`src/rtl/pipe_stall_ctrl.sv`:
```
// Hazard and stall controller for a five-stage pipeline: tracks the EXE/MEM
// slots, resolves load-use, branch flush and memory-wait events by priority.
module pipe_stall_ctrl #(
    parameter int TIMEOUT = 255
) (
    input  logic        clk,
    input  logic        rst_n,
    input  logic        id_valid,
    input  logic [3:0]  id_src1,
    input  logic [3:0]  id_src2,
    input  logic        id_two_src,
    input  logic [3:0]  id_dest,
    input  logic        id_wb_en,
    input  logic        id_mem_r_en,
    input  logic        id_mem_w_en,
    input  logic        branch_taken,
    input  logic        mem_ready,
    output logic        freeze_if,
    output logic        freeze_id,
    output logic        freeze_ex,
    output logic        freeze_mem,
    output logic        bubble_ex,
    output logic        flush_id,
    output logic [3:0]  exe_dest,
    output logic        exe_mem_r_en,
    output logic [1:0]  stall_cause,
    output logic [15:0] stall_count,
    output logic        mem_timeout
);

    typedef struct packed {
        logic       valid;
        logic [3:0] dest;
        logic       wb_en;
        logic       mem_r_en;
        logic       mem_w_en;
    } slot_t;

    typedef enum logic {RUN, MEM_WAIT} state_t;

    localparam logic [7:0] TIMEOUT_CNT = TIMEOUT[7:0];

    slot_t      id_slot;
    slot_t      ex_slot_p1;
    slot_t      mem_slot_p2;
    state_t     state;
    logic [7:0] wait_cnt;
    logic [7:0] wait_inc;
    logic       mem_busy;
    logic       load_use;
    logic       do_br;
    logic       do_lu;
    logic [1:0] cause;

    assign id_slot = {id_valid, id_dest, id_wb_en, id_mem_r_en, id_mem_w_en};

    assign mem_busy = mem_slot_p2.valid & (mem_slot_p2.mem_r_en | mem_slot_p2.mem_w_en) & ~mem_ready;
    assign load_use = id_valid & ex_slot_p1.valid & ex_slot_p1.mem_r_en & ex_slot_p1.wb_en &
                      ((id_src1 == ex_slot_p1.dest) | (id_two_src & (id_src2 == ex_slot_p1.dest)));

    // A branch outranks load-use: the dependent instruction is flushed anyway.
    assign do_br = ~mem_busy & branch_taken;
    assign do_lu = ~mem_busy & ~branch_taken & load_use;
    assign cause = mem_busy ? 2'd2 : (do_br ? 2'd3 : (do_lu ? 2'd1 : 2'd0));

    // Control outputs are forced low while reset is held, whatever the inputs do.
    assign freeze_if   = rst_n & (mem_busy | do_lu);
    assign freeze_id   = rst_n & (mem_busy | do_lu);
    assign freeze_ex   = rst_n & mem_busy;
    assign freeze_mem  = rst_n & mem_busy;
    assign bubble_ex   = rst_n & (do_br | do_lu);
    assign flush_id    = rst_n & do_br;
    assign stall_cause = rst_n ? cause : 2'd0;

    assign exe_dest     = ex_slot_p1.dest;
    assign exe_mem_r_en = ex_slot_p1.mem_r_en;

    assign wait_inc = (wait_cnt == 8'hFF) ? wait_cnt : wait_cnt + 8'd1;

    // ---- EXE / MEM tracking slots ----
    always_ff @(posedge clk or negedge rst_n) begin
        if (!rst_n) begin
            ex_slot_p1  <= '0;
            mem_slot_p2 <= '0;
        end else if (!mem_busy) begin
            mem_slot_p2 <= ex_slot_p1;
            ex_slot_p1  <= (do_br | do_lu) ? slot_t'('0) : id_slot;
        end
    end

    // ---- memory-wait FSM and timeout ----
    always_ff @(posedge clk or negedge rst_n) begin
        if (!rst_n) begin
            state       <= RUN;
            wait_cnt    <= 8'd0;
            mem_timeout <= 1'b0;
        end else begin
            case (state)
                RUN: begin
                    if (mem_busy) begin
                        state    <= MEM_WAIT;
                        wait_cnt <= 8'd0;
                    end
                end
                MEM_WAIT: begin
                    if (mem_busy) begin
                        wait_cnt <= wait_inc;
                        if (wait_inc == TIMEOUT_CNT)
                            mem_timeout <= 1'b1;
                    end else begin
                        state <= RUN;
                    end
                end
                default: state <= RUN;
            endcase
        end
    end

    // ---- saturating stall counter ----
    always_ff @(posedge clk or negedge rst_n) begin
        if (!rst_n)
            stall_count <= 16'd0;
        else if ((cause != 2'd0) && (stall_count != 16'hFFFF))
            stall_count <= stall_count + 16'd1;
    end

endmodule

```
`config.mk`:
```
export PLATFORM = sky130hd
export DESIGN_NAME = pipe_stall_ctrl
export DESIGN_NICKNAME = d
export VERILOG_FILES = /design/src/rtl/pipe_stall_ctrl.sv
export SDC_FILE = /design/constraint.sdc
export NUM_CORES = 1
export LEC_CHECK = 0
export BUFFER_PORTS_ARGS = -buffer_cell sky130_fd_sc_hd__buf_2
export CAP_MARGIN = 20
export CORE_ASPECT_RATIO = 0.75
export CORE_MARGIN = 4
export CORE_UTILIZATION = 40
export DETAILED_ROUTE_END_ITERATION = 10
export GPL_ROUTABILITY_DRIVEN = 1
export PLACE_DENSITY = 0.62
export SLEW_MARGIN = 20
export SYNTH_ARGS = -nofsm -noshare
export SYNTH_HDL_FRONTEND = slang
export SYNTH_SLANG_ARGS = --single-unit
```
`constraint.sdc`:
```
create_clock -name clk -period 3.2 [get_ports clk]
set_input_delay 0.32 -clock clk [delete_from_list [all_inputs] [get_ports clk]]
set_output_delay 0.32 -clock clk [all_outputs]
set_load 0.005 [all_outputs]
```
==> flow_results.xml, run 1 <==
<?xml version="1.0" encoding="UTF-8"?>
<metrics>
  <group name="synth">
    <metric name="synthArstFlopShare" unit="%">100</metric>
    <metric name="synth.area.mux_share" unit="%">3.16</metric>
    <metric name="synth_cell_type_count" unit="">41</metric>
    <metric name="dominant_combinational_cell_family_by_area_after_synthesis" unit="">compound AO/OA/AOI/OAI gates</metric>
    <metric name="synth-simple-area-share" unit="%">16.4</metric>
    <metric name="synth_compound_area_share" unit="%">20.5</metric>
    <metric name="synth-warning-count" unit="">0</metric>
    <metric name="syn_nets" unit="">229</metric>
    <metric name="synth_largest_type_area_fraction" unit="%">44.9</metric>
    <metric name="ys_seq_area_share" unit="%">44.9</metric>
    <metric name="synth-seq-cells" unit="">37</metric>
    <metric name="synth_enable_flop_cells" unit="">0</metric>
    <metric name="synthAdderAreaFrac" unit="%">1.21</metric>
    <metric name="synthesis.instances" unit="">206</metric>
    <metric name="yosys-top-cells-area" unit="">dfrtp_1 (45%), xnor2_1 (6.4%), a22o_1 (5.1%), and3_1 (3.3%), nand2_1 (3.3%)</metric>
    <metric name="syn-cell-area" unit="µm²">2060</metric>
    <metric name="synthXorXnorAreaFrac" unit="%">8.08</metric>
    <metric name="synth-main-ff-cell" unit="">dfrtp_1</metric>
    <metric name="syn-mean-instance-area" unit="µm²">10.0</metric>
    <metric name="synthDominantAreaCellType" unit="">dfrtp_1</metric>
  </group>
  <group name="clock_tree">
    <metric name="cts_setup_buffers" unit="">0</metric>
    <metric name="clock_tree_from_tritoncts" unit="">built</metric>
    <metric name="h-tree-depth" unit="">2</metric>
    <metric name="clockBufferDepth" unit="">2</metric>
    <metric name="skew_pair_late_insertion_delay" unit="ns">0.28</metric>
    <metric name="count_of_hold_fix_buffers_inserted_at_cts" unit="">0</metric>
    <metric name="cts.sinks" unit="">37</metric>
    <metric name="clock_pin_transition_on_the_worst_setup_and_hold_timing_paths" unit="ns">0.07</metric>
    <metric name="numCtsBuffers" unit="">5</metric>
    <metric name="cts_root_buffer" unit="">clkbuf_8</metric>
    <metric name="cts_resized" unit="">0</metric>
  </group>
  <group name="sta">
    <metric name="fmax" unit="MHz">406</metric>
    <metric name="slew_headroom" unit="%">48.7</metric>
    <metric name="fin_skew" unit="ns">0.00189</metric>
    <metric name="grt_setup_unrepaired" unit="">false</metric>
    <metric name="report.final.slew_viol_count" unit="">0</metric>
    <metric name="finalSetupViolations" unit="">0</metric>
    <metric name="fin_hold_ws" unit="ns">0.0114</metric>
    <metric name="hold_violation_count_in_the_final_report" unit="">0</metric>
    <metric name="worstMarginPinSlew" unit="ns">0.765</metric>
    <metric name="final.period_utilization" unit="%">77.0</metric>
    <metric name="finalSetupTns" unit="ns">0</metric>
    <metric name="finalCriticalPeriod" unit="ns">2.46</metric>
    <metric name="setup_slack" unit="ns">0.737</metric>
  </group>
  <group name="cells_and_area">
    <metric name="layout.nets" unit="">272</metric>
    <metric name="flow.area_growth_from_synthesis" unit="%">17.5</metric>
    <metric name="antenna_cells_inserted" unit="">0</metric>
    <metric name="layout.filler_cells" unit="">443</metric>
    <metric name="final_area" unit="µm²">2420</metric>
    <metric name="drive_gt1_share" unit="%">26.4</metric>
  </group>
  <group name="setup_path">
    <metric name="critPathCaptureType" unit="">primary output</metric>
    <metric name="timing.critical_path.fanout_max" unit="">19</metric>
    <metric name="critPathRequiredTime" unit="ns">2.88</metric>
    <metric name="reg2reg_setup_slack" unit="ns">0.99</metric>
    <metric name="slowest_delay" unit="ns">0.64</metric>
    <metric name="criticalPathCategory" unit="">reg -&gt; out</metric>
    <metric name="ff2ff_path_depth" unit="">5</metric>
    <metric name="crit_chain" unit="">xnor2_1 &gt; nand3_1 &gt; o2bb2ai_2 &gt; nand2b_1 &gt; a21boi_0 &gt; buf_2</metric>
    <metric name="cp_data_arrival_time" unit="ns">2.14</metric>
    <metric name="cpMaxStageDelayCell" unit="">o2bb2ai_2</metric>
    <metric name="r2r-end" unit="">ex_slot_p1[0]</metric>
    <metric name="worst_r2r_startpoint" unit="">mem_slot_p2[0]</metric>
    <metric name="worstSetupStartpointType" unit="">flop</metric>
  </group>
  <group name="pwr">
    <metric name="pwr-share-clk" unit="%">34.2</metric>
    <metric name="vdd_ir_drop_max" unit="µV">258</metric>
    <metric name="fin_total_pwr" unit="mW">1.23</metric>
    <metric name="power_density" unit="nW/µm²">508</metric>
    <metric name="p_int" unit="mW">0.895</metric>
    <metric name="proportion_of_total_power_due_to_net_switching" unit="%">27.3</metric>
    <metric name="share_seq_of_total_power" unit="%">47.9</metric>
    <metric name="total_switching_power" unit="mW">0.335</metric>
    <metric name="static-leakage-power" unit="nW">1.17</metric>
    <metric name="comb_power_share" unit="%">17.9</metric>
  </group>
  <group name="detailed_routing">
    <metric name="residual_drc_count" unit="">0</metric>
    <metric name="route.detailed.vias_per_inst" unit="">5.44</metric>
    <metric name="route.antenna.remaining_nets" unit="">0</metric>
    <metric name="totalWireLength" unit="mm">4.56</metric>
    <metric name="total_number_of_vias" unit="">1685</metric>
    <metric name="initialDrtViolationCount" unit="">82</metric>
    <metric name="drt_pass1_iterations" unit="">4</metric>
    <metric name="route.detailed.wl_per_inst" unit="µm">14.7</metric>
  </group>
  <group name="die">
    <metric name="die_area" unit="µm²">6380</metric>
    <metric name="placement_rows" unit="">22</metric>
    <metric name="core-area" unit="µm²">4930</metric>
    <metric name="die_x" unit="µm">90.9</metric>
    <metric name="die_height" unit="µm">70.2</metric>
    <metric name="top_level_ports" unit="">51</metric>
    <metric name="initial_utilization" unit="%">41.8</metric>
  </group>
  <group name="global_routing">
    <metric name="gr-total-overflow" unit="">0</metric>
    <metric name="antenna_found_initial" unit="">0</metric>
    <metric name="grt_util_overall" unit="%">14.7</metric>
    <metric name="vias_in_the_first_global_route" unit="">1587</metric>
    <metric name="grt_first_pass_wirelength" unit="mm">7.76</metric>
    <metric name="grt_start_max_net_pins" unit="">27</metric>
  </group>
  <group name="hold_path">
    <metric name="min_delay_path_class" unit="">in -&gt; async</metric>
  </group>
  <group name="placement">
    <metric name="gpl.final_weighted_congestion" unit="">0.836</metric>
    <metric name="dp.final_hpwl" unit="mm">3.30</metric>
    <metric name="placement.setup.worst_slack" unit="ns">0.974</metric>
    <metric name="place_area" unit="µm²">2300</metric>
    <metric name="number_of_port_buffers" unit="">50</metric>
  </group>
  <group name="status">
    <metric name="status" unit="">finished, final reports clean</metric>
  </group>
  <group name="run">
    <metric name="reported_max_cap_violation_count" unit="">0</metric>
  </group>
</metrics>
==> final cells by class <==
cell class | instances | area, µm² | share of cell area, %
Inverter | 3 | 11.3 | 0.465
Clock buffer | 6 | 82.6 | 3.41
Sequential cell | 37 | 926 | 38.2
Clock inverter | 2 | 37.5 | 1.55
Multi-Input combinational cell | 149 | 1020 | 42.0
Timing Repair Buffer | 53 | 273 | 11.3
Tap cell | 60 | 75.1 | 3.10
==> cell usage after synthesis (all sizes together), types with 2 or more instances <==
cell type,number
a21boi,2
a21oi,8
a22o,12
a41oi,3
and2,3
and3,11
and4,2
buf,13
clkbuf,4
dfrtp,37
ha,2
inv,2
mux2,4
mux2i,2
nand2,18
nand2b,5
nand3,7
nor2,10
nor2b,2
nor3,3
o2111ai,7
o211a,2
o211ai,7
o21ai,10
xnor2,15
xor2,4
==> worst max-delay path by stage <==
stage | start | end
after floorplan | exe_dest[3] | freeze_if
after global placement | mem_ready | stall_cause[1]
after detailed placement | mem_ready | ex_slot_p1[0]
after CTS | exe_dest[1] | freeze_id
after global routing | exe_dest[1] | freeze_id
final | exe_dest[1] | freeze_id
==> cells by family after synthesis <==
kind of cell / Yosys count
AND/OR/NAND/NOR: 65
buffers and inverters: 20
adder cells (fa/ha/maj): 2
AO/OA/AOI/OAI: 57
multiplexers: 6
flip-flops: 37
XOR/XNOR: 19
==> critical path: cells and delay by family (launching register included) <==
family / cells / cell delay [ns]
flip-flops: 1 / 0.43
AO/OA/AOI/OAI: 2 / 0.87
AND/OR/NAND/NOR: 2 / 0.22
XOR/XNOR: 1 / 0.19
buffers and inverters: 1 / 0.15
==> cells in the final DEF (no fill, tap or decap), types with 2 or more instances in the layout <==
master / synthesis / final
buf_2: 4 / 50
dfrtp_1: 37 / 37
nand2_1: 18 / 18
xnor2_1: 15 / 15
a22o_1: 12 / 12
and3_1: 11 / 11
nor2_1: 10 / 10
a21oi_1: 8 / 8
o21ai_0: 8 / 8
nand3_1: 7 / 7
o211ai_1: 7 / 7
o2111ai_1: 7 / 7
clkbuf_8: 0 / 6
nand2b_1: 5 / 5
xor2_1: 4 / 4
and2_1: 3 / 3
mux2_2: 3 / 3
nor3_1: 3 / 3
a41oi_1: 3 / 3
buf_4: 8 / 3
and4_1: 2 / 2
o211a_1: 2 / 2
a21boi_0: 2 / 2
o21ai_1: 2 / 2
nor2b_1: 2 / 2
inv_1: 2 / 2
mux2i_1: 2 / 2
ha_1: 2 / 2
==> sequential cells by signal, summed over array words and instances (netlist names) <==
signal and cells:
ex_slot_p1 3, wait_cnt 8, exe_mem_r_en 1, state 1, exe_dest 4, mem_slot_p2 3
stall_count 16, mem_timeout 1
==> power groups by stage <==
stage	sequential [mW]	combinational, mW	clock, mW
floorplan	0.588	0.130	0
global placement	0.596	0.222	0
detailed placement	0.594	0.226	0
CTS	0.589	0.224	0.432
global route	0.603	0.248	0.457
finish	0.589	0.221	0.421
==> routing by layer <==
layer | GRT usage [%] | share of wire [%] | vias to the layer above
li1 | - | - | 834
met1 | 22.5 | 52 | 800
met2 | 20.7 | 42 | 45
met3 | 4.09 | 5.5 | 6
met4 | 3.01 | 0.66 | 0
met5 | 0 | 0 | -
==> per-stage QoR <==
step,util (%),instances
floorplan,-,206
global placement,46.7,302
detailed placement,46.7,302
CTS,49.2,310
global route,49.2,310
finish,49.2,310
No activity file was read; power rests on OpenSTA's default activity.
==> inputs of run 2 (changes only) <==
--- a/config.mk
+++ b/config.mk
@@ -5,6 +5,7 @@
 export SDC_FILE = /design/constraint.sdc
 export NUM_CORES = 1
 export LEC_CHECK = 0
+export ABC_AREA = 1
 export BUFFER_PORTS_ARGS = -buffer_cell sky130_fd_sc_hd__buf_2
 export CAP_MARGIN = 20
 export CORE_ASPECT_RATIO = 0.75
@@ -12,7 +13,7 @@
 export CORE_UTILIZATION = 40
 export DETAILED_ROUTE_END_ITERATION = 10
 export GPL_ROUTABILITY_DRIVEN = 1
-export PLACE_DENSITY = 0.62
+export PLACE_DENSITY = 0.63
 export SLEW_MARGIN = 20
 export SYNTH_ARGS = -nofsm -noshare
 export SYNTH_HDL_FRONTEND = slang
==> constraint.sdc (replaced) <==
create_clock -name clk -period 2.05 [get_ports clk]
set_input_delay 0.205 -clock clk [delete_from_list [all_inputs] [get_ports clk]]
set_output_delay 0.205 -clock clk [all_outputs]
set_load 0.005 [all_outputs]
==> flow_results.xml, run 2 <==
<?xml version="1.0" encoding="UTF-8"?>
<metrics>
  <group name="placement">
    <metric name="dp.final_hpwl" unit="mm">3.62</metric>
    <metric name="number_of_port_buffers" unit="">50</metric>
    <metric name="placement.setup.worst_slack" unit="ns">0.202</metric>
    <metric name="placed_cells" unit="">421</metric>
    <metric name="gpl.final_weighted_congestion" unit="">0.902</metric>
    <metric name="place_area" unit="µm²">2520</metric>
  </group>
  <group name="setup_path">
    <metric name="critPathCaptureType" unit="">primary output</metric>
    <metric name="timing.critical_path.fanout_max" unit="">8</metric>
    <metric name="slowest_delay" unit="ns">0.37</metric>
    <metric name="criticalPathCategory" unit="">reg -&gt; out</metric>
    <metric name="crit_chain" unit="">inv_1 &gt; nand2_1 &gt; nand2_2 &gt; nand2_1 &gt; nor3_1 &gt; nand2_2 &gt; buf_6 &gt; a21oi_2 &gt; buf_2</metric>
    <metric name="worst-path-buf-inv" unit="">3</metric>
    <metric name="critPathRequiredTime" unit="ns">1.85</metric>
    <metric name="cpMaxStageDelayCell" unit="">dfrtp_1</metric>
    <metric name="critical_path.top_delay_family" unit="">simple AND/OR/NAND/NOR gates</metric>
    <metric name="worstSetupStartpointType" unit="">flop</metric>
    <metric name="cp_data_arrival_time" unit="ns">1.69</metric>
  </group>
  <group name="detailed_routing">
    <metric name="route.antenna.remaining_nets" unit="">0</metric>
    <metric name="route.detailed.vias_per_inst" unit="">4.73</metric>
    <metric name="totalWireLength" unit="mm">5.00</metric>
    <metric name="drt_pass1_iterations" unit="">4</metric>
    <metric name="total_number_of_vias" unit="">2030</metric>
    <metric name="residual_drc_count" unit="">0</metric>
    <metric name="initialDrtViolationCount" unit="">162</metric>
    <metric name="route.detailed.wl_per_inst" unit="µm">11.7</metric>
  </group>
  <group name="clock_tree">
    <metric name="skew_pair_late_insertion_delay" unit="ns">0.29</metric>
    <metric name="cts_resized" unit="">0</metric>
    <metric name="cts.sinks" unit="">37</metric>
    <metric name="h-tree-depth" unit="">2</metric>
    <metric name="count_of_hold_fix_buffers_inserted_at_cts" unit="">0</metric>
    <metric name="numCtsBuffers" unit="">5</metric>
    <metric name="clock_tree_from_tritoncts" unit="">built</metric>
    <metric name="cts_root_buffer" unit="">clkbuf_8</metric>
    <metric name="cts_setup_buffers" unit="">0</metric>
    <metric name="clockBufferDepth" unit="">2</metric>
    <metric name="clock_pin_transition_on_the_worst_setup_and_hold_timing_paths" unit="ns">0.08</metric>
  </group>
  <group name="cells_and_area">
    <metric name="flow.area_growth_from_synthesis" unit="%">18.9</metric>
    <metric name="antenna_cells_inserted" unit="">0</metric>
    <metric name="final_area" unit="µm²">2660</metric>
    <metric name="largest_register_ffs" unit="">16</metric>
    <metric name="layout_common_cells" unit="">nand2_1 (88), buf_2 (50), nand3_1 (41)</metric>
    <metric name="drive_gt1_share" unit="%">20.1</metric>
    <metric name="layout.nets" unit="">376</metric>
    <metric name="register_containing_the_most_flip_flops_in_the_final_layout" unit="">stall_count</metric>
    <metric name="layout.filler_cells" unit="">552</metric>
    <metric name="fin_cells" unit="">429</metric>
    <metric name="finalCoreUtilization" unit="%">49.3</metric>
    <metric name="most_frequent_standard_cell_in_the_layout_excluding_fill_and_tap_cells" unit="">nand2_1</metric>
  </group>
  <group name="die">
    <metric name="die_x" unit="µm">94.3</metric>
    <metric name="die_height" unit="µm">72.7</metric>
    <metric name="placement_rows" unit="">23</metric>
    <metric name="initial_utilization" unit="%">41.5</metric>
    <metric name="die_area" unit="µm²">6860</metric>
    <metric name="core-area" unit="µm²">5380</metric>
    <metric name="top_level_ports" unit="">51</metric>
  </group>
  <group name="sta">
    <metric name="finalSetupTns" unit="ns">0</metric>
    <metric name="setup_slack" unit="ns">0.151</metric>
    <metric name="worstMarginPinSlew" unit="ns">0.480</metric>
    <metric name="final.period_utilization" unit="%">92.6</metric>
    <metric name="report.final.slew_viol_count" unit="">0</metric>
    <metric name="fin_skew" unit="ns">0.00373</metric>
    <metric name="finalCriticalPeriod" unit="ns">1.90</metric>
    <metric name="grt_setup_unrepaired" unit="">false</metric>
    <metric name="slew_headroom" unit="%">68.0</metric>
    <metric name="hold_violation_count_in_the_final_report" unit="">0</metric>
    <metric name="fmax" unit="MHz">527</metric>
    <metric name="finalSetupViolations" unit="">0</metric>
  </group>
  <group name="synth">
    <metric name="ys_seq_area_share" unit="%">41.5</metric>
    <metric name="synthesis.instances" unit="">304</metric>
    <metric name="synth_enable_flop_cells" unit="">0</metric>
    <metric name="synthArstFlopShare" unit="%">100</metric>
    <metric name="syn-mean-instance-area" unit="µm²">7.35</metric>
    <metric name="synth.top_cells.by_count" unit="">nand2_1 (89), nand3_1 (41), inv_1 (39)</metric>
    <metric name="synthDominantAreaCellType" unit="">dfrtp_1</metric>
    <metric name="synth-seq-cells" unit="">37</metric>
    <metric name="synth-warning-count" unit="">0</metric>
    <metric name="yosys-top-cells-area" unit="">dfrtp_1 (41%), nand2_1 (15%), nand3_1 (9.2%), inv_1 (6.6%), xor2_1 (4.7%)</metric>
    <metric name="yosysMostFrequentCell" unit="">nand2_1</metric>
    <metric name="synth_largest_type_area_fraction" unit="%">41.5</metric>
    <metric name="synth_cell_type_count" unit="">25</metric>
    <metric name="syn_nets" unit="">327</metric>
    <metric name="syn-cell-area" unit="µm²">2230</metric>
    <metric name="synth-main-ff-cell" unit="">dfrtp_1</metric>
  </group>
  <group name="run">
    <metric name="reported_max_cap_violation_count" unit="">0</metric>
  </group>
  <group name="pwr">
    <metric name="power_density" unit="nW/µm²">739</metric>
    <metric name="static-leakage-power" unit="nW">1.40</metric>
    <metric name="vdd_ir_drop_max" unit="µV">409</metric>
  </group>
  <group name="hold_path">
    <metric name="min_delay_path_class" unit="">in -&gt; async</metric>
  </group>
  <group name="global_routing">
    <metric name="grt_first_pass_wirelength" unit="mm">8.39</metric>
    <metric name="gr-total-overflow" unit="">0</metric>
    <metric name="grt_util_overall" unit="%">15.3</metric>
    <metric name="antenna_found_initial" unit="">0</metric>
    <metric name="vias_in_the_first_global_route" unit="">1870</metric>
    <metric name="grt_start_max_net_pins" unit="">38</metric>
  </group>
  <group name="status">
    <metric name="status" unit="">finished, final reports clean</metric>
  </group>
</metrics>
==> run 2: path summary, 6_finish.rpt <==
path                           startpoint              end  slack (ns)  cells past startpoint
setup / recovery           mem_slot_p2[1]        freeze_if        0.15                      9
hold / removal                      rst_n  stall_count[15]       0.001                      2
max in group asynchronous           rst_n      mem_timeout        1.70                      2
min in group clk              id_mem_w_en    ex_slot_p1[0]        0.14                      3
setup reg to reg           stall_count[0]  stall_count[13]        0.22                      8
hold reg to reg               mem_timeout      mem_timeout        0.47                      2
==> run 2: layout make-up <==
| cell class | count | area [µm²] | area share [%] |
|---|---|---|---|
| timing repair buffer | 55 | 292 | 11.0 |
| multi-input combinational | 214 | 1070 | 40.4 |
| clock inverter | 2 | 37.5 | 1.41 |
| tap | 75 | 93.8 | 3.53 |
| inverter | 40 | 150 | 5.66 |
| sequential | 37 | 926 | 34.9 |
| clock buffer | 6 | 82.6 | 3.11 |
==> run 2: stage by stage <==
stage               power [mW]  hold slack (ns)
global placement          1.30            0.359
detailed placement        1.31            0.355
global route              2.10           0.0504
finish                    1.96          0.00140
floorplan                 1.16          -0.0906
CTS                       1.99           0.0338
==> run 2: power breakdown <==
part	total (mW)	internal [mW]	switching, mW
Sequential	0.914	0.812	0.102
Combinational	0.381	0.165	0.216
Clock	0.668	0.396	0.272
Total	1.96	1.37	0.591
==> run 2: logic make-up (layout without fill, tap and decap cells) <==
| kind of cell | Yosys count | in the layout | synth area share, % |
|---|---|---|---|
| xor gates and xnor gates | 19 | 19 | 7.45 |
| buffers and inverters | 53 | 103 | 11.0 |
| adders and majority gates | 2 | 2 | 1.12 |
| and+or+nand+nor | 169 | 169 | 33.1 |
| DFF | 37 | 37 | 41.5 |
| AOI/OAI and AO/OA | 24 | 24 | 5.88 |
==> run 2: per-layer routing <==
layer	track usage, %	part of all wire, %	up-vias
met5	0	0	-
met4	4.81	1.0	0
met3	3.30	6.0	5
met2	23.7	42	56
met1	21.6	51	920
li1	-	-	1049
